### src/rtl/fir_sample_feeder_pkg.sv
// rtl/fir_sample_feeder_pkg.sv - shared FIR constants and feeder FSM encoding
// Purpose: single source for the FIR sample width and frame length so the
//          feeder and the FIR core agree on cadence; also the feeder state type.
// Ports:   none (package).
package fir_pkg;

   localparam int FIR_DATA_WIDTH   = 8;
   localparam int FIR_FRAME_CYCLES = 9;   // IDLE + LOAD + 6 x MAC + STORE

   typedef enum logic {
      ST_FILL = 1'b0,
      ST_RUN  = 1'b1
   } feed_state_e;

endpackage

### src/rtl/fir_sample_feeder_if.sv
// rtl/fir_sample_feeder_if.sv - valid/ready sample stream into the feeder
// Purpose: bundles the source-side handshake of the sample feeder.
// Ports:   s_valid (source -> feeder), s_data (source -> feeder),
//          s_ready (feeder -> source).
interface fir_sample_feeder_if #(
   parameter int DATA_WIDTH = 8
);

   logic                  s_valid;
   logic [DATA_WIDTH-1:0] s_data;
   logic                  s_ready;

   modport master (output s_valid, output s_data, input  s_ready);
   modport slave  (input  s_valid, input  s_data, output s_ready);

endinterface

### src/rtl/fir_sample_feeder_sync_fifo.sv
// rtl/fir_sample_feeder_sync_fifo.sv - single-clock FIFO with occupancy count
// Purpose: registered storage between the bursty source and the frame-paced pop.
// Ports:   clk, rst (sync, active-high); wr_en_i/wr_data_i write port;
//          rd_en_i pops the head; rd_data_o is the current head (combinational);
//          count_o occupancy 0..DEPTH; full_o/empty_o status.
module sync_fifo #(
   parameter  int DATA_WIDTH = 8,
   parameter  int DEPTH      = 16,
   localparam int AW         = $clog2(DEPTH)
) (
   input  logic                  clk,
   input  logic                  rst,
   input  logic                  wr_en_i,
   input  logic [DATA_WIDTH-1:0] wr_data_i,
   input  logic                  rd_en_i,
   output logic [DATA_WIDTH-1:0] rd_data_o,
   output logic [AW:0]           count_o,
   output logic                  full_o,
   output logic                  empty_o
);

   logic [DATA_WIDTH-1:0] mem_q [DEPTH];
   logic [AW-1:0]         wr_ptr_q, rd_ptr_q;
   logic [AW:0]           count_q;
   logic                  wr_ok, rd_ok;

   assign full_o    = (count_q == (AW+1)'(DEPTH));
   assign empty_o   = (count_q == '0);
   assign count_o   = count_q;
   assign rd_data_o = mem_q[rd_ptr_q];

   // Requests against a full/empty FIFO are dropped rather than corrupting state.
   assign wr_ok = wr_en_i && !full_o;
   assign rd_ok = rd_en_i && !empty_o;

   always_ff @(posedge clk) begin
      if (wr_ok) begin
         mem_q[wr_ptr_q] <= wr_data_i;
      end
   end

   // Pointers are exactly AW bits so they wrap on their own at DEPTH.
   always_ff @(posedge clk) begin
      if (rst) begin
         wr_ptr_q <= '0;
         rd_ptr_q <= '0;
         count_q  <= '0;
      end else begin
         if (wr_ok) wr_ptr_q <= wr_ptr_q + AW'(1);
         if (rd_ok) rd_ptr_q <= rd_ptr_q + AW'(1);
         case ({wr_ok, rd_ok})
            2'b10:   count_q <= count_q + (AW+1)'(1);
            2'b01:   count_q <= count_q - (AW+1)'(1);
            default: count_q <= count_q;
         endcase
      end
   end

endmodule

### src/rtl/fir_sample_feeder.sv
// rtl/fir_sample_feeder.sv - converts a bursty sample stream to one sample per FIR frame
// Purpose: buffers source samples and presents exactly one on fir_data every
//          FRAME_CYCLES clocks once the FIFO has been primed.
// Ports:   clk, rst (sync, active-high); s_if (slave side of the sample stream,
//          s_ready = !full && !rst); clr_flags clears underflow_flag;
//          fir_data registered FIR input; sample_tick pulses when fir_data updates;
//          fill_count FIFO occupancy; underflow_flag sticky empty-at-tick indicator.
module fir_sample_feeder
   import fir_pkg::*;
#(
   parameter  int DATA_WIDTH    = FIR_DATA_WIDTH,
   parameter  int DEPTH         = 16,
   parameter  int FRAME_CYCLES  = FIR_FRAME_CYCLES,
   parameter  int PRIME_LEVEL   = 4,
   parameter  bit ZERO_ON_EMPTY = 1'b1,
   localparam int CW            = $clog2(DEPTH) + 1,
   localparam int FW            = $clog2(FRAME_CYCLES)
) (
   input  logic                  clk,
   input  logic                  rst,
   fir_sample_feeder_if.slave    s_if,
   input  logic                  clr_flags,
   output logic [DATA_WIDTH-1:0] fir_data,
   output logic                  sample_tick,
   output logic [CW-1:0]         fill_count,
   output logic                  underflow_flag
);

   feed_state_e           state_q, state_d;
   logic [FW-1:0]         frame_cnt_q, frame_cnt_d;
   logic [DATA_WIDTH-1:0] fir_data_q, fir_data_d;
   logic                  sample_tick_q, sample_tick_d;
   logic                  flag_q, flag_d;
   logic                  tick, pop, underflow;
   logic                  fifo_full, fifo_empty;
   logic [DATA_WIDTH-1:0] fifo_head;
   logic [CW-1:0]         fifo_count;

   assign s_if.s_ready = !fifo_full && !rst;

   sync_fifo #(
      .DATA_WIDTH (DATA_WIDTH),
      .DEPTH      (DEPTH)
   ) u_fifo (
      .clk       (clk),
      .rst       (rst),
      .wr_en_i   (s_if.s_valid && s_if.s_ready),
      .wr_data_i (s_if.s_data),
      .rd_en_i   (pop),
      .rd_data_o (fifo_head),
      .count_o   (fifo_count),
      .full_o    (fifo_full),
      .empty_o   (fifo_empty)
   );

   // Free-running frame phase; it runs in FILL too so the FIR cadence never slips.
   assign tick        = (frame_cnt_q == FW'(FRAME_CYCLES - 1));
   assign frame_cnt_d = tick ? '0 : frame_cnt_q + FW'(1);

   always_comb begin
      state_d       = state_q;
      fir_data_d    = fir_data_q;
      sample_tick_d = 1'b0;
      pop           = 1'b0;
      underflow     = 1'b0;
      case (state_q)
         ST_FILL: begin
            if (fifo_count >= CW'(PRIME_LEVEL)) state_d = ST_RUN;
         end
         ST_RUN: begin
            // Only the registered occupancy decides the pop, so a push landing
            // on the same tick edge cannot rescue an empty FIFO.
            if (tick) begin
               sample_tick_d = 1'b1;
               if (!fifo_empty) begin
                  pop        = 1'b1;
                  fir_data_d = fifo_head;
               end else begin
                  underflow = 1'b1;
                  if (ZERO_ON_EMPTY) fir_data_d = '0;
               end
            end
         end
         default: state_d = ST_FILL;
      endcase
      // Setting beats clearing when both arrive on the same edge.
      flag_d = underflow ? 1'b1 : (clr_flags ? 1'b0 : flag_q);
   end

   always_ff @(posedge clk) begin
      if (rst) begin
         state_q       <= ST_FILL;
         frame_cnt_q   <= '0;
         fir_data_q    <= '0;
         sample_tick_q <= 1'b0;
         flag_q        <= 1'b0;
      end else begin
         state_q       <= state_d;
         frame_cnt_q   <= frame_cnt_d;
         fir_data_q    <= fir_data_d;
         sample_tick_q <= sample_tick_d;
         flag_q        <= flag_d;
      end
   end

   assign fir_data       = fir_data_q;
   assign sample_tick    = sample_tick_q;
   assign fill_count     = fifo_count;
   assign underflow_flag = flag_q;

endmodule

### src/flat_wrapper.sv
// flat-port wrapper written by rule: the top's interface ports become plain ports
module fir_sample_feeder_flat import fir_pkg::*;
#(
   parameter  int DATA_WIDTH    = FIR_DATA_WIDTH,
   parameter  int DEPTH         = 16,
   parameter  int FRAME_CYCLES  = FIR_FRAME_CYCLES,
   parameter  int PRIME_LEVEL   = 4,
   parameter  bit ZERO_ON_EMPTY = 1'b1,
   localparam int CW            = $clog2(DEPTH) + 1,
   localparam int FW            = $clog2(FRAME_CYCLES)
)
  (clk, rst, clr_flags, fir_data, sample_tick, fill_count, underflow_flag, s_if_s_valid, s_if_s_data, s_if_s_ready);
  fir_sample_feeder_if #(.DATA_WIDTH(DATA_WIDTH)) s_if_i ();
  input  logic clk;
  input  logic rst;
  input  logic clr_flags;
  output logic [DATA_WIDTH-1:0] fir_data;
  output logic sample_tick;
  output logic [CW-1:0] fill_count;
  output logic underflow_flag;
  input wire logic [$bits(s_if_i.s_valid)-1:0] s_if_s_valid;
  input wire logic [$bits(s_if_i.s_data)-1:0] s_if_s_data;
  output wire logic [$bits(s_if_i.s_ready)-1:0] s_if_s_ready;
  assign s_if_i.s_valid = s_if_s_valid;
  assign s_if_i.s_data = s_if_s_data;
  assign s_if_s_ready = s_if_i.s_ready;
  fir_sample_feeder #(.DATA_WIDTH(DATA_WIDTH), .DEPTH(DEPTH), .FRAME_CYCLES(FRAME_CYCLES), .PRIME_LEVEL(PRIME_LEVEL), .ZERO_ON_EMPTY(ZERO_ON_EMPTY)) u_core (.clk(clk), .rst(rst), .s_if(s_if_i), .clr_flags(clr_flags), .fir_data(fir_data), .sample_tick(sample_tick), .fill_count(fill_count), .underflow_flag(underflow_flag));
endmodule
### config.mk
export PLATFORM = sky130hd
export DESIGN_NAME = fir_sample_feeder_flat
export DESIGN_NICKNAME = d
export VERILOG_FILES = /design/src/rtl/fir_sample_feeder_pkg.sv /design/src/rtl/fir_sample_feeder_if.sv /design/src/rtl/fir_sample_feeder_sync_fifo.sv /design/src/rtl/fir_sample_feeder.sv /design/src/flat_wrapper.sv
export SDC_FILE = /design/constraint.sdc
export NUM_CORES = 1
export LEC_CHECK = 0
export CORE_ASPECT_RATIO = 0.9
export CORE_UTILIZATION = 57
export CTS_CLUSTER_SIZE = 40
export DETAILED_ROUTE_END_ITERATION = 7
export HOLD_SLACK_MARGIN = 0.1
export PLACE_DENSITY = 0.73
export SETUP_SLACK_MARGIN = 0.15
export SLEW_MARGIN = 20
export SYNTH_ARGS = -nofsm -noshare
export SYNTH_HDL_FRONTEND = slang
export SYNTH_HIERARCHICAL = 1
export SYNTH_SLANG_ARGS = --single-unit
### constraint.sdc
create_clock -name clk -period 5.6 [get_ports clk]
set_input_delay 0.84 -clock clk [delete_from_list [all_inputs] [get_ports clk]]
set_output_delay 0.84 -clock clk [all_outputs]
set_load 0.03 [all_outputs]
## Word-level counts from Yosys, hierarchy flattened

Memory sizes are Yosys's and may differ from the RTL's. A register that Yosys moved wholly into a read port is not among the register bits.
Cells that the tools add are included.

- $add $sub $neg: 5
- Order comparisons: 1
- Equal/unequal tests: 4
- Mux-type cells: 17
- Bitwise gates (word level): 1
- Reductions and logical operators: 13

Operator list:

| kind | count |
|---|---|
| two-way mux 1 bit | 13 |
| adder 4 x 1 -> 4 bit, second input constant | 3 |
| case mux 5 bit (2 select lines) | 1 |
| two-way mux 4 bit | 2 |
| two-way mux 8 bit | 1 |
| adder 5 x 1 -> 5 bit, second input constant | 1 |
| == test 5 bit, second input constant | 1 |
| greater-or-equal comparator 5 x 3 -> 1 bit, second input constant | 1 |
| zero test 5 bit | 1 |
| subtractor 5 x 1 -> 5 bit, second input constant | 1 |
| == test 4 bit, second input constant | 1 |
| logical AND 1 bit | 4 |
| nonzero test 2 bit | 2 |
| OR reduction 2 bit | 2 |
| zero test 1 bit | 3 |
| == test 2 x 1 -> 1 bit, second input constant | 1 |
| == test 2 bit, second input constant | 1 |
| AND reduction 2 bit | 1 |
| NOT 1 bit | 1 |

- Bits in registers: 28
- Bits in writable memories: 128
- Bits of input ports: 12
- Output and inout bits: 16
- Word-level logic and storage cells: 50
- Memories: 1

Memory list:

| memory | depth | bits a word | read ports | clocked after Yosys merged registers in | wr ports | line | source |
|---|---|---|---|---|---|---|---|
| u_core.u_fifo.mem_q | 16 | 8 | 1 | 1 | 1 | fir_sample_feeder_sync_fifo.sv:22 | `logic [DATA_WIDTH-1:0] mem_q [DEPTH];` |

## Longest topological paths before layout

Gate-level depths: netlist of run 1.

- Depth after elaboration: 7
- Mapped depth: 16
- Gate-level depth less buffers: 13

## By module

Netlist of run 1, hierarchy kept.

Modules (own cells, without submodules):

| module | times used | cells each | area each (um^2) | seq. area each (um^2) |
|---|---|---|---|---|
| sync_fifo | 1 | 330 | 5,891.9 | 4,184.0 |
| fir_sample_feeder | 1 | 68 | 621.8 | 300.3 |

## Worst setup path after synthesis of run 1

No wires, ideal clock.

- Kind: in2reg
- Start point: input port rst
- End point: register u_core.u_fifo.count_q[4], in the netlist u_core/u_fifo/count_o[4]
- Setup time: 129 ps
- Arrival time: 3,278 ps
- Required time: 5,471 ps
- Setup slack: 2,193 ps
- Stages on the path: 12
- Buffers on the path: 2
- Path through: clkbuf_1 nor2_1 and2_1 o21a_4 inv_1 ha_1 clkbuf_1 xor2_1 ha_1 o31ai_1 o22ai_1 nand4bb_1

- Longest elaborated chain between the ends: 6
- Elaborated cells between the ends (all ways): 8
- Those cells by class: eq/ne (2); mux (1); reduce/logical (5)

Ends and longest elaborated chain:

| element | line | source |
|---|---|---|
| from (decl) | flat_wrapper.sv:15 | `input logic rst;` |
| zero test 1 bit * | fir_sample_feeder.sv:39 | `assign s_if.s_ready = !fifo_full && !rst;` |
| logical AND 1 bit * | fir_sample_feeder.sv:39 |  |
| net s_if_s_ready | flat_wrapper.sv:23 | `output wire logic [$bits(s_if_i.s_ready)-1:0] s_if_s_ready;` |
| logical AND 1 bit * | fir_sample_feeder.sv:47 | `.wr_en_i (s_if.s_valid && s_if.s_ready),` |
| logical AND 1 bit * | fir_sample_feeder_sync_fifo.sv:33 | `assign wr_ok = wr_en_i && !full_o;` |
| == test 2 x 1 -> 1 bit or == test 2 bit (tied branches) | fir_sample_feeder_sync_fifo.sv:51 | `case ({wr_ok, rd_ok})` |
| case mux 5 bit (2 select lines) or nonzero test 2 bit (tied branches) | n/a |  |
| to (signal assigned) | fir_sample_feeder_sync_fifo.sv:52 | `2'b10: count_q <= count_q + (AW+1)'(1);` |
| to (signal assigned) | fir_sample_feeder_sync_fifo.sv:53 | `2'b01: count_q <= count_q - (AW+1)'(1);` |
| to (signal assigned) | fir_sample_feeder_sync_fifo.sv:54 | `default: count_q <= count_q;` |
| to (decl) | fir_sample_feeder_sync_fifo.sv:24 | `logic [AW:0] count_q;` |

The timed path passes the listed nets; every way through them passes the cells marked *.
A chain may end at the register's enable or synchronous reset.

## Final worst setup path of run 1

- Start point: register u_core.u_fifo.count_q[2], in the netlist u_core/u_fifo/count_o[2]
- End point: register u_core.u_fifo.count_q[4], in the netlist u_core/u_fifo/count_o[4]

- Longest elaborated chain between the ends: 7
- Elaborated cells between the ends (all ways): 17
- Those cells by class: add/sub (2); eq/ne (3); mux (4); reduce/logical (8)

Ends and longest elaborated chain:

| element | line | source |
|---|---|---|
| zero test 5 bit * | fir_sample_feeder_sync_fifo.sv:28 | `assign empty_o = (count_q == '0);` |
| net u_core.fifo_empty | fir_sample_feeder.sv:35 | `logic fifo_full, fifo_empty;` |
| two-way mux 1 bit * | fir_sample_feeder.sv:75 | `if (!fifo_empty) begin` |
| two-way mux 1 bit * | fir_sample_feeder.sv:73 | `if (tick) begin` |
| two-way mux 1 bit * | fir_sample_feeder.sv:66 | `case (state_q)` |
| net u_core.pop | fir_sample_feeder.sv:34 | `logic tick, pop, underflow;` |
| logical AND 1 bit * | fir_sample_feeder_sync_fifo.sv:34 | `assign rd_ok = rd_en_i && !empty_o;` |
| net u_core.u_fifo.rd_ok | fir_sample_feeder_sync_fifo.sv:25 | `logic wr_ok, rd_ok;` |
| == test 2 x 1 -> 1 bit or == test 2 bit (tied branches) | fir_sample_feeder_sync_fifo.sv:51 |  |
| case mux 5 bit (2 select lines) or nonzero test 2 bit (tied branches) | n/a |  |

Marks and branches as above.

==> results.sh, run 1 <==
export IMPL_status="completed"
export IMPL_syn_avg_cell_area_um2=16.4
export IMPL_crit_required_ns=5.90
export IMPL_timing_rr_start="u_core/u_fifo/count_o[2]"
export IMPL_postCtsHoldBufs=0
export IMPL_power_density_nw_per_um2=339
export IMPL_ys_types=57
export IMPL_synthArstFlopShare_pct=0
export IMPL_period_needed_ns=3.53
export IMPL_rows=36
export IMPL_hpwl_mm=7.80
export IMPL_routed_via_density=5.96
export IMPL_cp_slowest_cell="or4_4"
export IMPL_tritoncts="built"
export IMPL_wl_met2_mm=5.93
export IMPL_design_die_area_um2=11900
export IMPL_holdWs_ns=0.459
export IMPL_syn_num_nets=420
export IMPL_cts_buffers=17
export IMPL_synth_top_cell_area_share_pct=59.0
export IMPL_final_setup_skew_ns=0.00836
export IMPL_antenna_found_initial=0
export IMPL_clock_root_buffer="clkbuf_16"
export IMPL_whs_path_depth=2
export IMPL_drive_gt1_share_pct=18.4
export IMPL_dieHeight_um=103
export IMPL_start_util_pct=59.3
export IMPL_synth_area_leaders="edfxtp_1, mux4_2, dfxtp_1"
export IMPL_cp_arrival_ns=3.83
export IMPL_crit_fanout=14
export IMPL_postCtsSetupRepairBufs=0
export IMPL_synthesis_area_um2=6510
export IMPL_finalHoldViolations=0
export IMPL_finalSetupViolCount=0
export IMPL_groute_usage_overall_pct=22.8
export IMPL_wirelength_mm=12.3
export IMPL_slew_headroom_pct=31.7
export IMPL_maxSlewViolCount=0
export IMPL_synth_edf_count=128
export IMPL_syn_to_final_growth_pct=15.4
export IMPL_route_vias_total=3527
export IMPL_grt_pass1_vias=3398
export IMPL_setup_tns_ns=0
export IMPL_yosys_top_cells_count="edfxtp_1, nor2_1, dfxtp_1, mux4_2, nand2_1"
export IMPL_dr_wl_met3_um=715
export IMPL_clock_sinks=160
export IMPL_drc=0
export IMPL_io_pins=28
export IMPL_grt_max_degree=36
export IMPL_yosys_warnings=6
export IMPL_reg2reg_depth=11
export IMPL_drt_pre_antenna_iters=5
export IMPL_portBuffers=27
export IMPL_crit_start="u_core/u_fifo/count_o[2]"
export IMPL_ys_ff_latch=160
export IMPL_overflow=0
export IMPL_fmax_mhz=283
export IMPL_clockBufferDepth=2
export IMPL_reg2reg_slack_ns=2.07
export IMPL_cts_htree_levels=4
export IMPL_routedWlPerCell_um=20.7
export IMPL_met1_length_mm=5.38
export IMPL_cap_violations=0
export IMPL_synthFlopType="edfxtp_1"
export IMPL_clock_latency_ns=0.42
export IMPL_ant_nets=0
export IMPL_worst_pin_slew_ns=1.02
export IMPL_dr_first_iter_drc_count=319
export IMPL_leakagePower_nw=2.51
export IMPL_hold_path_endpoint="u_core/fir_data[0]"
export IMPL_grt_pass1_wl_mm=18.9
export IMPL_hold_path_class="flip-flop to flip-flop"
export IMPL_cpPeakStageDelay_ns=0.62
export IMPL_clk_pin_slew_ns=0.06
export IMPL_synth_area_leader_cell="edfxtp_1"
export IMPL_cts_resized=0
export IMPL_gp_congestion=0.759
export IMPL_end_kind="flip-flop"
export IMPL_ys_seq_area_share_pct=68.8
export IMPL_yosysMostFrequentCell="edfxtp_1"
export IMPL_antenna_cells=0
export IMPL_top_layer="met4"
export IMPL_syn_instance_count=398
export IMPL_min_period_over_period_pct=63.0
export IMPL_core_area_um2=11000
export IMPL_rsz0062_at_grt="false"
export IMPL_crit_type="flip-flop to flip-flop"
export IMPL_timing_rr_end="u_core/u_fifo/count_o[4]"
export IMPL_hp_start="u_core/fir_data[0]"
export IMPL_cp_start_kind="flip-flop"
export IMPL_path_cells="or4_4 > nor2_1 > nor2_1 > o21ai_4 > inv_1 > ha_1 > xor2_1 > ha_1 > o31ai_1 > o22ai_1 > nand4bb_1"
export IMPL_vdd_ir_drop_max_v=0.000470
export IMPL_die_x_um=115
export IMPL_nNetsFinal=449
metrics by stage:
stage | util (%) | setup slack [ns] | total power, mW | area, um2 | instances
6_report | 68.4 | 2.07 | 2.55 | 7520 | 592
4_1_cts | 68.4 | 2.08 | 2.56 | 7520 | 592
3_3_place_gp | 62.8 | 1.98 | 1.39 | 6910 | 560
5_1_grt | 68.4 | 1.67 | 2.61 | 7520 | 592
2_1_floorplan | - | 2.19 | 1.36 | 6510 | 398
3_5_place_dp | 62.8 | 1.83 | 1.39 | 6910 | 560
sequential cells by signal, summed over array words and instances, names as in the netlist, named ones only:
signal                  cells
u_core/u_fifo/count_o       5
u_core/u_fifo/mem_q       128
u_core/state_q              1
u_core/sample_tick          1
u_core/frame_cnt_q          4
u_core/fir_data             8
u_core/u_fifo/wr_ptr_q      4
u_core/underflow_flag       1
u_core/u_fifo/rd_ptr_q      4
cell type report:
class                   count  area, um2
clock buffers              20        457
clock inverters            12        158
fillers                   771       3470
inverters                   8       30.0
multi-input cells         207       1880
flip-flops and latches    160       4490
well taps                 152        190
repair buffers             33        315
cells by family after synthesis:
group / after synthesis / share of synthesized area, %
fa+ha+maj: 10 / 1.92
compound gates: 49 / 5.94
flops: 160 / 68.8
buf+inv: 31 / 2.25
xor+xnor: 7 / 0.941
mux: 35 / 11.5
simple gates: 106 / 8.59
how the worst max path moves through the flow:
stage / end / slack (ns) / depth (start not counted)
floorplan: u_core/u_fifo/count_o[4] / 2.19 / 12
global placement: u_core/u_fifo/count_o[4] / 1.98 / 13
detailed placement: u_core/u_fifo/count_o[4] / 1.83 / 12
CTS: u_core/u_fifo/count_o[4] / 2.08 / 11
global route: u_core/u_fifo/count_o[4] / 1.67 / 12
finish: u_core/u_fifo/count_o[4] / 2.07 / 11
power by group:
| group | internal [mW] | switching (mW) | total, mW |
|---|---|---|---|
| sequential | 1.29 | 0.00702 | 1.30 |
| clock | 0.727 | 0.452 | 1.18 |
| combinational | 0.0269 | 0.0430 | 0.0700 |
| total | 2.04 | 0.502 | 2.55 |
cells in the final DEF (no fill, tap or decap), types with 7 or more instances in the layout:
cell type,Yosys,final
mux4_2,32,32
edfxtp_1,128,128
nand2_1,25,25
a21oi_1,10,10
dfxtp_1,32,30
nand3b_1,11,11
nor2_1,34,34
clkbuf_16,0,17
inv_1,7,7
a22oi_1,16,16
ha_1,10,10
nor3_1,8,8
clkdlybuf4s50_1,0,27
layer usage:
layer | GRT usage (%) | up-vias
li1 | - | 1611
met2 | 35.5 | 107
met4 | 9.09 | 0
met5 | 0 | -
met1 | 31.7 | 1793
met3 | 5.59 | 16
critical path, delay by kind of cell, from the launching register on:
| kind | cells | cell delay (ns) |
|---|---|---|
| AOI/OAI and AO/OA | 3 | 0.64 |
| xor gates and xnor gates | 1 | 0.20 |
| adders and majority gates | 2 | 0.57 |
| buffers and inverters | 1 | 0.08 |
| DFF | 1 | 0.44 |
| and+or+nand+nor | 4 | 1.46 |
Power figures use the tool's default switching activity.
==> run 2, diff against run 1 <==
==> constraint.sdc (replaced) <==
create_clock -name clk -period 3.3 [get_ports clk]
set_input_delay 0.495 -clock clk [delete_from_list [all_inputs] [get_ports clk]]
set_output_delay 0.495 -clock clk [all_outputs]
set_load 0.03 [all_outputs]
==> run 2 against run 1 <==
  * Routed wire length up 2.8%
  * Hold slack worse by 0.0074 ns
  * Clock power up 81%
  * Clock-buffer cell count unchanged
  * First-iteration DRC count up 17%
  * Sequential power up 69%
  * Power up 75%
  * Global-route usage up 0.25 points
  * Critical path type unchanged
  * Largest power group unchanged
  * Register-to-register slack worse by 1.7 ns
==> results.sh, run 2 (synthesis gave the netlist of run 1 again) <==
export IMPL_status="completed"
export IMPL_antenna_cells=0
export IMPL_vdd_ir_drop_max_v=0.000404
export IMPL_drc=0
export IMPL_setup_tns_ns=0
export IMPL_hold_path_endpoint="u_core/fir_data[2]"
export IMPL_dr_first_iter_drc_count=373
export IMPL_clk_pin_slew_ns=0.06
export IMPL_cp_start_kind="flip-flop"
export IMPL_gr_usage_met3_pct=6.76
export IMPL_portBuffers=27
export IMPL_start_util_pct=59.3
export IMPL_postCtsSetupRepairBufs=0
export IMPL_grt_max_degree=35
export IMPL_hp_start="u_core/fir_data[2]"
export IMPL_cp_arrival_ns=3.25
export IMPL_cts_htree_levels=4
export IMPL_grt_busiest_layer="met2"
export IMPL_power_density_nw_per_um2=583
export IMPL_postCtsHoldBufs=0
export IMPL_largest_reg_flops=128
export IMPL_crit_fanout=12
export IMPL_drt_pre_antenna_iters=4
export IMPL_fmax_mhz=337
export IMPL_rows=36
export IMPL_period_needed_ns=2.96
export IMPL_routedWlPerCell_um=21.0
export IMPL_final_cell_area_um2=7650
export IMPL_ant_nets=0
export IMPL_antenna_found_initial=0
export IMPL_min_period_over_period_pct=89.8
export IMPL_overflow=0
export IMPL_syn_to_final_growth_pct=17.5
export IMPL_grt_pass1_vias=3430
export IMPL_route_vias_total=3594
export IMPL_clock_sinks=160
export IMPL_grt_pass1_wl_mm=19.1
export IMPL_cts_buffers=17
export IMPL_regMostFlops="u_core/u_fifo/mem_q"
export IMPL_die_x_um=115
export IMPL_gp_congestion=0.733
export IMPL_drive_gt1_share_pct=20.9
export IMPL_clockBufferDepth=2
export IMPL_finalSetupViolCount=0
export IMPL_nNetsFinal=458
export IMPL_hpwl_mm=7.92
export IMPL_met1_usage_pct=32.1
export IMPL_core_area_um2=11000
export IMPL_groute_usage_overall_pct=23.1
export IMPL_timing_rr_start="u_core/u_fifo/count_o[0]"
export IMPL_dieHeight_um=103
export IMPL_wirelength_mm=12.6
export IMPL_crit_type="flip-flop to flip-flop"
export IMPL_slew_headroom_pct=34.4
export IMPL_worst_pin_slew_ns=0.980
export IMPL_reg2reg_depth=13
export IMPL_io_pins=28
export IMPL_leakagePower_nw=2.56
export IMPL_maxSlewViolCount=0
export IMPL_timing_rr_end="u_core/u_fifo/count_o[4]"
export IMPL_met2_usage_pct=35.9
export IMPL_final_cell_mix="edfxtp_1, nor2_1, mux4_2, dfxtp_1, clkdlybuf4s50_1"
export IMPL_final_common_cell="edfxtp_1"
export IMPL_reg2reg_slack_ns=0.34
export IMPL_whs_path_depth=2
export IMPL_clock_latency_ns=0.42
export IMPL_clock_root_buffer="clkbuf_16"
export IMPL_postPlaceCellArea_um2=6990
export IMPL_cap_violations=0
export IMPL_end_kind="flip-flop"
export IMPL_design_die_area_um2=11900
export IMPL_routed_via_density=5.98
export IMPL_finalHoldViolations=0
export IMPL_rsz0062_at_grt="false"
export IMPL_hold_path_class="flip-flop to flip-flop"
export IMPL_crit_required_ns=3.59
export IMPL_final_setup_skew_ns=0.00846
export IMPL_tritoncts="built"
==> run 2: cell count changes in the layout (fill, tap and decap cells not counted), sizes merged <==
cell,delta
buf,+9
bufinv,+2
clkinv,-1
inv,-1
==> run 2: critical path, cell delays in order (launching register included) <==
cell       delay (ns)
dfxtp_1          0.36
or4_4            0.64
nor2_1           0.16
nor2_2           0.05
and2_1           0.18
o21a_4           0.15
inv_1            0.10
ha_4             0.22
xor2_1           0.17
ha_2             0.24
nand2_1          0.06
o21ai_1          0.21
nor3_1           0.09
nand4bb_1        0.19
==> run 2: where the power goes <==
part           internal, mW  switching, mW  leakage, nW
sequential             2.19         0.0109         1.41
combinational        0.0512         0.0764        0.842
clock                  1.37          0.762        0.307
total                  3.61          0.849         2.56
==> run 2: worst max path at each step <==
stage	startpoint	endpoint	slack [ns]
2_1_floorplan	u_core/u_fifo/count_o[1]	u_core/u_fifo/count_o[4]	0.19
3_3_place_gp	u_core/u_fifo/count_o[0]	u_core/u_fifo/count_o[4]	0.38
3_5_place_dp	u_core/u_fifo/count_o[0]	u_core/u_fifo/count_o[4]	0.22
4_1_cts	u_core/u_fifo/count_o[0]	u_core/u_fifo/count_o[4]	0.19
5_1_grt	u_core/u_fifo/count_o[0]	u_core/u_fifo/count_o[4]	0.16
6_report	u_core/u_fifo/count_o[0]	u_core/u_fifo/count_o[4]	0.34
==> run 2: layer usage <==
layer	share of wire (%)	wire length [um]
met5	0	0
met4	0.81	102
met3	6.0	752
met2	49	6110
met1	45	5630
==> run 2: area by class of cell <==
class,count,area [um2]
Sequential cell,160,4490
Fill cell,740,3340
Multi-Input combinational cell,207,1910
Clock buffer,20,447
Timing Repair Buffer,42,383
Clock inverter,12,208
Tap cell,152,190
Inverter,8,30.0
==> run 2: repair_timing <==
action                                  in CTS  in global routing
hold endpoints to repair                     0                  0
resized for setup                            0                  2
endpoints found under the setup margin       0                  2
==> run 2: through the flow <==
step	hold WS, ns	std cells	power, mW	utilization (%)	worst slack [ns]
floorplan	0.454	398	2.31	-	0.190
global placement	0.440	569	2.37	63.6	0.378
detailed placement	0.444	569	2.37	63.6	0.217
CTS	0.452	601	4.49	69.5	0.194
global route	0.471	601	4.58	69.6	0.165
finish	0.451	601	4.46	69.6	0.336
